**src/rtl/ysyx_2022040010_uncache_wr_if.sv**
```systemverilog
// rtl/ysyx_2022040010_uncache_wr_if.sv - LSU request plus AXI4 write-channel bundle for the uncached store path
//
// Purpose: groups the LSU store request, the single-beat AXI4 AW/W/B channels
//          and the done/err completion status into one interface.
// Modports:
//   master : the uncached write block (accepts LSU requests, drives AW/W, consumes B)
//   slave  : the environment (LSU request source plus AXI slave / interconnect)
// Signals:
//   req_valid/req_ready/req_addr/req_size/req_wdata/req_wstrb : LSU store request
//   awvalid/awready/awaddr/awsize/awid/awlen/awburst          : AXI write address
//   wvalid/wready/wdata/wstrb/wlast                           : AXI write data
//   bvalid/bready/bresp                                       : AXI write response
//   done/err                                                  : completion pulse and error flag
interface ysyx_2022040010_uncache_wr_if #(
  parameter int ADDR_W = 32,
  parameter int DATA_W = 64
);
  logic                  req_valid;
  logic                  req_ready;
  logic [ADDR_W-1:0]     req_addr;
  logic [2:0]            req_size;
  logic [DATA_W-1:0]     req_wdata;
  logic [DATA_W/8-1:0]   req_wstrb;

  logic                  awvalid;
  logic                  awready;
  logic [ADDR_W-1:0]     awaddr;
  logic [2:0]            awsize;
  logic [3:0]            awid;
  logic [7:0]            awlen;
  logic [1:0]            awburst;

  logic                  wvalid;
  logic                  wready;
  logic [DATA_W-1:0]     wdata;
  logic [DATA_W/8-1:0]   wstrb;
  logic                  wlast;

  logic                  bvalid;
  logic                  bready;
  logic [1:0]            bresp;

  logic                  done;
  logic                  err;

  modport master (
    input  req_valid, req_addr, req_size, req_wdata, req_wstrb,
    output req_ready,
    output awvalid, awaddr, awsize, awid, awlen, awburst,
    input  awready,
    output wvalid, wdata, wstrb, wlast,
    input  wready,
    input  bvalid, bresp,
    output bready,
    output done, err
  );

  modport slave (
    output req_valid, req_addr, req_size, req_wdata, req_wstrb,
    input  req_ready,
    input  awvalid, awaddr, awsize, awid, awlen, awburst,
    output awready,
    input  wvalid, wdata, wstrb, wlast,
    output wready,
    output bvalid, bresp,
    input  bready,
    input  done, err
  );
endinterface

```
**src/rtl/ysyx_2022040010_uncache_wr.sv**
```systemverilog
// rtl/ysyx_2022040010_uncache_wr.sv - single-beat AXI4 write engine for uncached (MMIO) stores
//
// Purpose: captures one uncached store from the LSU, issues it as a single-beat
//          AXI4 write (AW + W, then B) and reports completion with a one-cycle
//          done pulse plus err (bresp != OKAY). The LSU is held off through
//          req_ready until the response has been consumed.
// Ports:
//   clk  : clock, rising edge
//   rst  : asynchronous reset, active-high
//   bus  : ysyx_2022040010_uncache_wr_if.master (LSU request, AW/W/B, done/err)
module ysyx_2022040010_uncache_wr #(
  parameter int         ADDR_W = 32,
  parameter int         DATA_W = 64,
  parameter logic [3:0] AXI_ID = 4'd0
) (
  input logic                           clk,
  input logic                           rst,
  ysyx_2022040010_uncache_wr_if.master  bus
);
  localparam int STRB_W = DATA_W / 8;

  typedef enum logic [1:0] {
    IDLE   = 2'd0,
    SEND   = 2'd1,
    WAIT_B = 2'd2,
    DONE   = 2'd3
  } state_t;

  state_t state;
  state_t state_next;

  logic [ADDR_W-1:0] addr_q;
  logic [2:0]        size_q;
  logic [DATA_W-1:0] data_q;
  logic [STRB_W-1:0] strb_q;
  logic              aw_ok;
  logic              w_ok;
  logic              err_q;

  logic req_ready_c;
  logic awvalid_c;
  logic wvalid_c;
  logic bready_c;
  logic done_c;

  always_comb begin
    state_next  = state;
    req_ready_c = 1'b0;
    awvalid_c   = 1'b0;
    wvalid_c    = 1'b0;
    bready_c    = 1'b0;
    done_c      = 1'b0;
    case (state)
      IDLE: begin
        req_ready_c = 1'b1;
        if (bus.req_valid) state_next = SEND;
      end
      SEND: begin
        // Each channel stays valid until its own handshake has been recorded.
        awvalid_c = ~aw_ok;
        wvalid_c  = ~w_ok;
        // While a flag is clear its valid is high, so "flag or ready" is the
        // same as "flag or handshake this cycle".
        if ((aw_ok | bus.awready) & (w_ok | bus.wready)) state_next = WAIT_B;
      end
      WAIT_B: begin
        bready_c = 1'b1;
        if (bus.bvalid) state_next = DONE;
      end
      DONE: begin
        done_c     = 1'b1;
        state_next = IDLE;
      end
      default: state_next = IDLE;
    endcase
  end

  always_ff @(posedge clk or posedge rst) begin
    if (rst) state <= IDLE;
    else     state <= state_next;
  end

  always_ff @(posedge clk or posedge rst) begin
    if (rst) begin
      addr_q <= '0;
      size_q <= '0;
      data_q <= '0;
      strb_q <= '0;
      aw_ok  <= 1'b0;
      w_ok   <= 1'b0;
      err_q  <= 1'b0;
    end else begin
      if (state == IDLE && bus.req_valid) begin
        addr_q <= bus.req_addr;
        size_q <= bus.req_size;
        data_q <= bus.req_wdata;
        strb_q <= bus.req_wstrb;
        aw_ok  <= 1'b0;
        w_ok   <= 1'b0;
      end
      if (state == SEND) begin
        if (bus.awvalid && bus.awready) aw_ok <= 1'b1;
        if (bus.wvalid && bus.wready)   w_ok  <= 1'b1;
      end
      if (state == WAIT_B && bus.bvalid) err_q <= |bus.bresp;
    end
  end

  assign bus.req_ready = req_ready_c;

  assign bus.awvalid = awvalid_c;
  assign bus.awaddr  = addr_q;
  assign bus.awsize  = size_q;
  assign bus.awid    = AXI_ID;
  assign bus.awlen   = 8'd0;
  assign bus.awburst = 2'b01;

  assign bus.wvalid  = wvalid_c;
  assign bus.wdata   = data_q;
  assign bus.wstrb   = strb_q;
  assign bus.wlast   = wvalid_c;

  assign bus.bready  = bready_c;

  assign bus.done    = done_c;
  assign bus.err     = done_c & err_q;
endmodule

```
**src/flat_wrapper.sv**
```systemverilog
// flat-port wrapper written by rule: the top's interface ports become plain ports
module ysyx_2022040010_uncache_wr_flat 
#(
  parameter int         ADDR_W = 32,
  parameter int         DATA_W = 64,
  parameter logic [3:0] AXI_ID = 4'd0
)
  (clk, rst, bus_req_valid, bus_req_addr, bus_req_size, bus_req_wdata, bus_req_wstrb, bus_req_ready, bus_awvalid, bus_awaddr, bus_awsize, bus_awid, bus_awlen, bus_awburst, bus_awready, bus_wvalid, bus_wdata, bus_wstrb, bus_wlast, bus_wready, bus_bvalid, bus_bresp, bus_bready, bus_done, bus_err);
  ysyx_2022040010_uncache_wr_if #(.ADDR_W(ADDR_W), .DATA_W(DATA_W)) bus_i ();
  input logic clk;
  input logic rst;
  input wire logic [$bits(bus_i.req_valid)-1:0] bus_req_valid;
  input wire logic [$bits(bus_i.req_addr)-1:0] bus_req_addr;
  input wire logic [$bits(bus_i.req_size)-1:0] bus_req_size;
  input wire logic [$bits(bus_i.req_wdata)-1:0] bus_req_wdata;
  input wire logic [$bits(bus_i.req_wstrb)-1:0] bus_req_wstrb;
  output wire logic [$bits(bus_i.req_ready)-1:0] bus_req_ready;
  output wire logic [$bits(bus_i.awvalid)-1:0] bus_awvalid;
  output wire logic [$bits(bus_i.awaddr)-1:0] bus_awaddr;
  output wire logic [$bits(bus_i.awsize)-1:0] bus_awsize;
  output wire logic [$bits(bus_i.awid)-1:0] bus_awid;
  output wire logic [$bits(bus_i.awlen)-1:0] bus_awlen;
  output wire logic [$bits(bus_i.awburst)-1:0] bus_awburst;
  input wire logic [$bits(bus_i.awready)-1:0] bus_awready;
  output wire logic [$bits(bus_i.wvalid)-1:0] bus_wvalid;
  output wire logic [$bits(bus_i.wdata)-1:0] bus_wdata;
  output wire logic [$bits(bus_i.wstrb)-1:0] bus_wstrb;
  output wire logic [$bits(bus_i.wlast)-1:0] bus_wlast;
  input wire logic [$bits(bus_i.wready)-1:0] bus_wready;
  input wire logic [$bits(bus_i.bvalid)-1:0] bus_bvalid;
  input wire logic [$bits(bus_i.bresp)-1:0] bus_bresp;
  output wire logic [$bits(bus_i.bready)-1:0] bus_bready;
  output wire logic [$bits(bus_i.done)-1:0] bus_done;
  output wire logic [$bits(bus_i.err)-1:0] bus_err;
  assign bus_i.req_valid = bus_req_valid;
  assign bus_i.req_addr = bus_req_addr;
  assign bus_i.req_size = bus_req_size;
  assign bus_i.req_wdata = bus_req_wdata;
  assign bus_i.req_wstrb = bus_req_wstrb;
  assign bus_req_ready = bus_i.req_ready;
  assign bus_awvalid = bus_i.awvalid;
  assign bus_awaddr = bus_i.awaddr;
  assign bus_awsize = bus_i.awsize;
  assign bus_awid = bus_i.awid;
  assign bus_awlen = bus_i.awlen;
  assign bus_awburst = bus_i.awburst;
  assign bus_i.awready = bus_awready;
  assign bus_wvalid = bus_i.wvalid;
  assign bus_wdata = bus_i.wdata;
  assign bus_wstrb = bus_i.wstrb;
  assign bus_wlast = bus_i.wlast;
  assign bus_i.wready = bus_wready;
  assign bus_i.bvalid = bus_bvalid;
  assign bus_i.bresp = bus_bresp;
  assign bus_bready = bus_i.bready;
  assign bus_done = bus_i.done;
  assign bus_err = bus_i.err;
  ysyx_2022040010_uncache_wr #(.ADDR_W(ADDR_W), .DATA_W(DATA_W), .AXI_ID(AXI_ID)) u_core (.clk(clk), .rst(rst), .bus(bus_i));
endmodule
```
**config.mk**
```make
export PLATFORM = sky130hd
export DESIGN_NAME = ysyx_2022040010_uncache_wr_flat
export DESIGN_NICKNAME = d
export VERILOG_FILES = /design/src/rtl/ysyx_2022040010_uncache_wr_if.sv /design/src/rtl/ysyx_2022040010_uncache_wr.sv /design/src/flat_wrapper.sv
export SDC_FILE = /design/constraint.sdc
export NUM_CORES = 1
export LEC_CHECK = 0
export CAP_MARGIN = 0
export CORE_ASPECT_RATIO = 1.25
export CORE_MARGIN = 1
export CORE_UTILIZATION = 35
export CTS_CLUSTER_DIAMETER = 40
export DETAILED_ROUTE_END_ITERATION = 10
export PLACE_DENSITY = 0.77
export SLEW_MARGIN = 20
export SYNTH_ARGS = -nofsm -noshare
export SYNTH_HDL_FRONTEND = slang
export SYNTH_SLANG_ARGS = --single-unit
export TNS_END_PERCENT = 30
```
**constraint.sdc**
```tcl
create_clock -name clk -period 3.4 [get_ports clk]
set_input_delay 0.68 -clock clk [delete_from_list [all_inputs] [get_ports clk]]
set_output_delay 0.68 -clock clk [all_outputs]
set_load 0.005 [all_outputs]
```
==> impl_metrics.yaml <==
synthesis:
  synth_area_per_cell_um2: 16.1
  ys_types: 21
  netlist_area_um2: 4360
  ys_warn_count: 0
  synthCells: 271
  synth_top_area_cell: "dfrtp_1"
  yosysSeqAreaShare_pct: 64.3
  synth_top_area_share_pct: 64.3
  ys_ff_latch: 112
  synthTopCellsByArea: "dfrtp_1 64%, mux2_2 28%, buf_4 2.8%, ha_1 1.1%, buf_2 1.0%"
sta:
  rsz0062_at_grt: "no"
  period_share_pct: 74.8
  setup_viol: 0
  whs_ns: 0.504
  fin_crit_ns: 2.54
  slew_violations: 0
  fmax_mhz: 393
  tns_ns: 0
  fin_skew_ns: 0.00442
  worst_pin_slew_ns: 0.620
  finalHoldViolCount: 0
  max_slew_margin_pct: 58.6
power:
  netSwitchingFraction_pct: 25.7
  power_density_nw_per_um2: 891
  p_leak_nw: 3.00
  p_seq_share_pct: 37.2
  p_int_w: 0.00472
  power.switching_w: 0.00164
  p_clk_share_pct: 19.0
  combPwrFrac_pct: 43.8
  ir_drop_uv: 452
clock_tree:
  cts.path.max_buffers: 2
  clock_latency_ns: 0.34
  cts_setup_buffers: 0
  cts_resized: 0
  htree_levels: 3
  cts_tree: "yes"
  cts_root_buffer: "clkbuf_16"
  cts_buffers: 9
  path_clk_slew_ns: 0.07
  cts_hold_buf: 0
  clock_sinks: 112
floorplan:
  start_util_pct: 35.9
  fp.dieW_um: 102
  coreArea_um2: 12200
  rows: 45
  ioPinCount: 243
  dieArea_um2: 12900
  die_y_um: 127
drt:
  via_per_inst: 4.48
  wire_per_inst_um: 15.7
  drt_iter0_drc: 59
  first_pass_iters: 4
  vias: 3000
  postRouteAntennaNets: 0
  drc_errors: 0
  wl_um: 10500
critical_path:
  crit_start: "u_core.state[1]"
  crit_path_start_kind: "flip-flop"
  reg2reg_from: "u_core.state[0]"
  cp_max_fo: 4
  path_class: "reg -> out"
  r2r_cells: 5
  crit_path_end: "bus_wlast"
  rr_endpoint: "u_core.bus.wdata[23]"
  arrival_ns: 1.86
  reg2reg_slack_ns: 1.43
  cp-end-kind: "primary output"
  required_ns: 2.72
global_route:
  antenna_found_initial: 0
  grt_util_met2_pct: 30.5
  grt.total_usage_pct: 16.4
  use_met1_pct: 16.7
  grt_max_degree: 60
  met3_usage_pct: 5.29
  grt_pass1_vias: 3274
  grt_pass1_wl_um: 16000
  top_usage_layer: "met2"
  overflow: 0
cells_and_area:
  n_fill_cell: 1001
  area_growth_pct: 63.4
  drive_above_1_share_pct: 25.5
  final_nets: 619
  n_antenna_cell: 0
  final_common_cell: "clkdlybuf4s50_1"
  mostFrequentLayoutCells: "228 x clkdlybuf4s50_1, 112 x dfrtp_1, 107 x mux2_2"
flow_run:
  maxCapViolations: 0
placement:
  gp_congestion: 0.731
  hpwl_um: 7950
  port_buffers: 228
run_status:
  status: "finished, final reports clean"
worst_hold_path:
  hp-class: "reg -> reg"
==> kinds of logic (layout without fill, tap and decap cells) <==
group	Yosys count	count (layout)	synth area share, %
flops	112	112	64.3
mux	108	108	27.9
buf+inv	31	253	4.47
compound gates	7	7	1.23
simple gates	7	7	0.832
fa+ha+maj	4	4	1.15
other cells	2	14	0.172
==> registers in the layout (all words and copies together), names as in the netlist <==
register / flops
u_core.state: 2
u_core.err_q: 1
u_core.w_ok: 1
u_core.bus.wstrb: 8
u_core.bus.awaddr: 32
u_core.bus.awsize: 3
u_core.aw_ok: 1
u_core.bus.wdata: 64
==> power by group through the flow <==
stage | sequential [W] | clock [W] | combinational, W
6_report | 0.00236 | 0.00121 | 0.00278
3_5_place_dp | 0.00239 | 0 | 0.00282
5_1_grt | 0.00245 | 0.00130 | 0.00298
2_1_floorplan | 0.00242 | 0 | 0.00104
4_1_cts | 0.00237 | 0.00125 | 0.00283
3_3_place_gp | 0.00235 | 0 | 0.00275
==> how the worst min path moves through the flow <==
| stage | slack, ns | from | endpoint | cells after the start |
|---|---|---|---|---|
| floorplan | 0.50 | u_core.w_ok | u_core.w_ok | 1 |
| global placement | 0.49 | u_core.bus.wdata[48] | u_core.bus.wdata[48] | 1 |
| detailed placement | 0.49 | u_core.bus.wdata[48] | u_core.bus.wdata[48] | 1 |
| CTS | 0.51 | u_core.bus.wdata[48] | u_core.bus.wdata[48] | 1 |
| global route | 0.52 | u_core.bus.wdata[26] | u_core.bus.wdata[26] | 1 |
| finish | 0.50 | u_core.bus.wdata[48] | u_core.bus.wdata[48] | 1 |
==> per-layer routing <==
layer	routed length, um	up-vias
li1	-	1365
met3	790	17
met2	5880	127
met5	0	-
met1	3610	1491
met4	224	0
==> metrics by stage <==
stage / instances / utilization, % / power, W / worst slack [ns] / instance area, um2
final: 669 / 58.6 / 0.00635 / 0.857 / 7130
after global routing: 669 / 58.6 / 0.00672 / 0.758 / 7130
after CTS: 669 / 58.6 / 0.00645 / 0.837 / 7130
after detailed placement: 653 / 55.8 / 0.00521 / 1.01 / 6780
after global placement: 653 / 55.8 / 0.00510 / 1.03 / 6780
after floorplan: 283 / - / 0.00345 / 1.36 / 4410
==> synth_stat cells, drive strengths merged <==
| master | count |
|---|---|
| a222oi | 1 |
| ha | 4 |
| buf | 26 |
| conb | 2 |
| a22o | 2 |
| a21oi | 1 |
| nor2 | 2 |
| and2 | 1 |
| inv | 5 |
| a2bb2oi | 1 |
| nor2b | 2 |
| nand2 | 2 |
| a31oi | 1 |
| o22ai | 1 |
| mux2 | 108 |
| dfrtp | 112 |
==> area by class of cell <==
cell class | instances | area (um2) | area share, %
clock buffer | 11 | 243 | 3.41
sequential | 112 | 2800 | 39.3
multi-input combinational | 140 | 1410 | 19.8
clock inverter | 5 | 104 | 1.46
tap | 164 | 205 | 2.88
timing repair buffer | 232 | 2340 | 32.8
inverter | 5 | 22.5 | 0.316
==> critical path, stage by stage (launching register included) <==
cell	delay (ns)
dfrtp_1	0.41
inv_1	0.09
ha_1	0.21
nor2b_1	0.26
clkdlybuf4s50_1	0.55
Note: power is estimated with default switching activity, not from simulation.
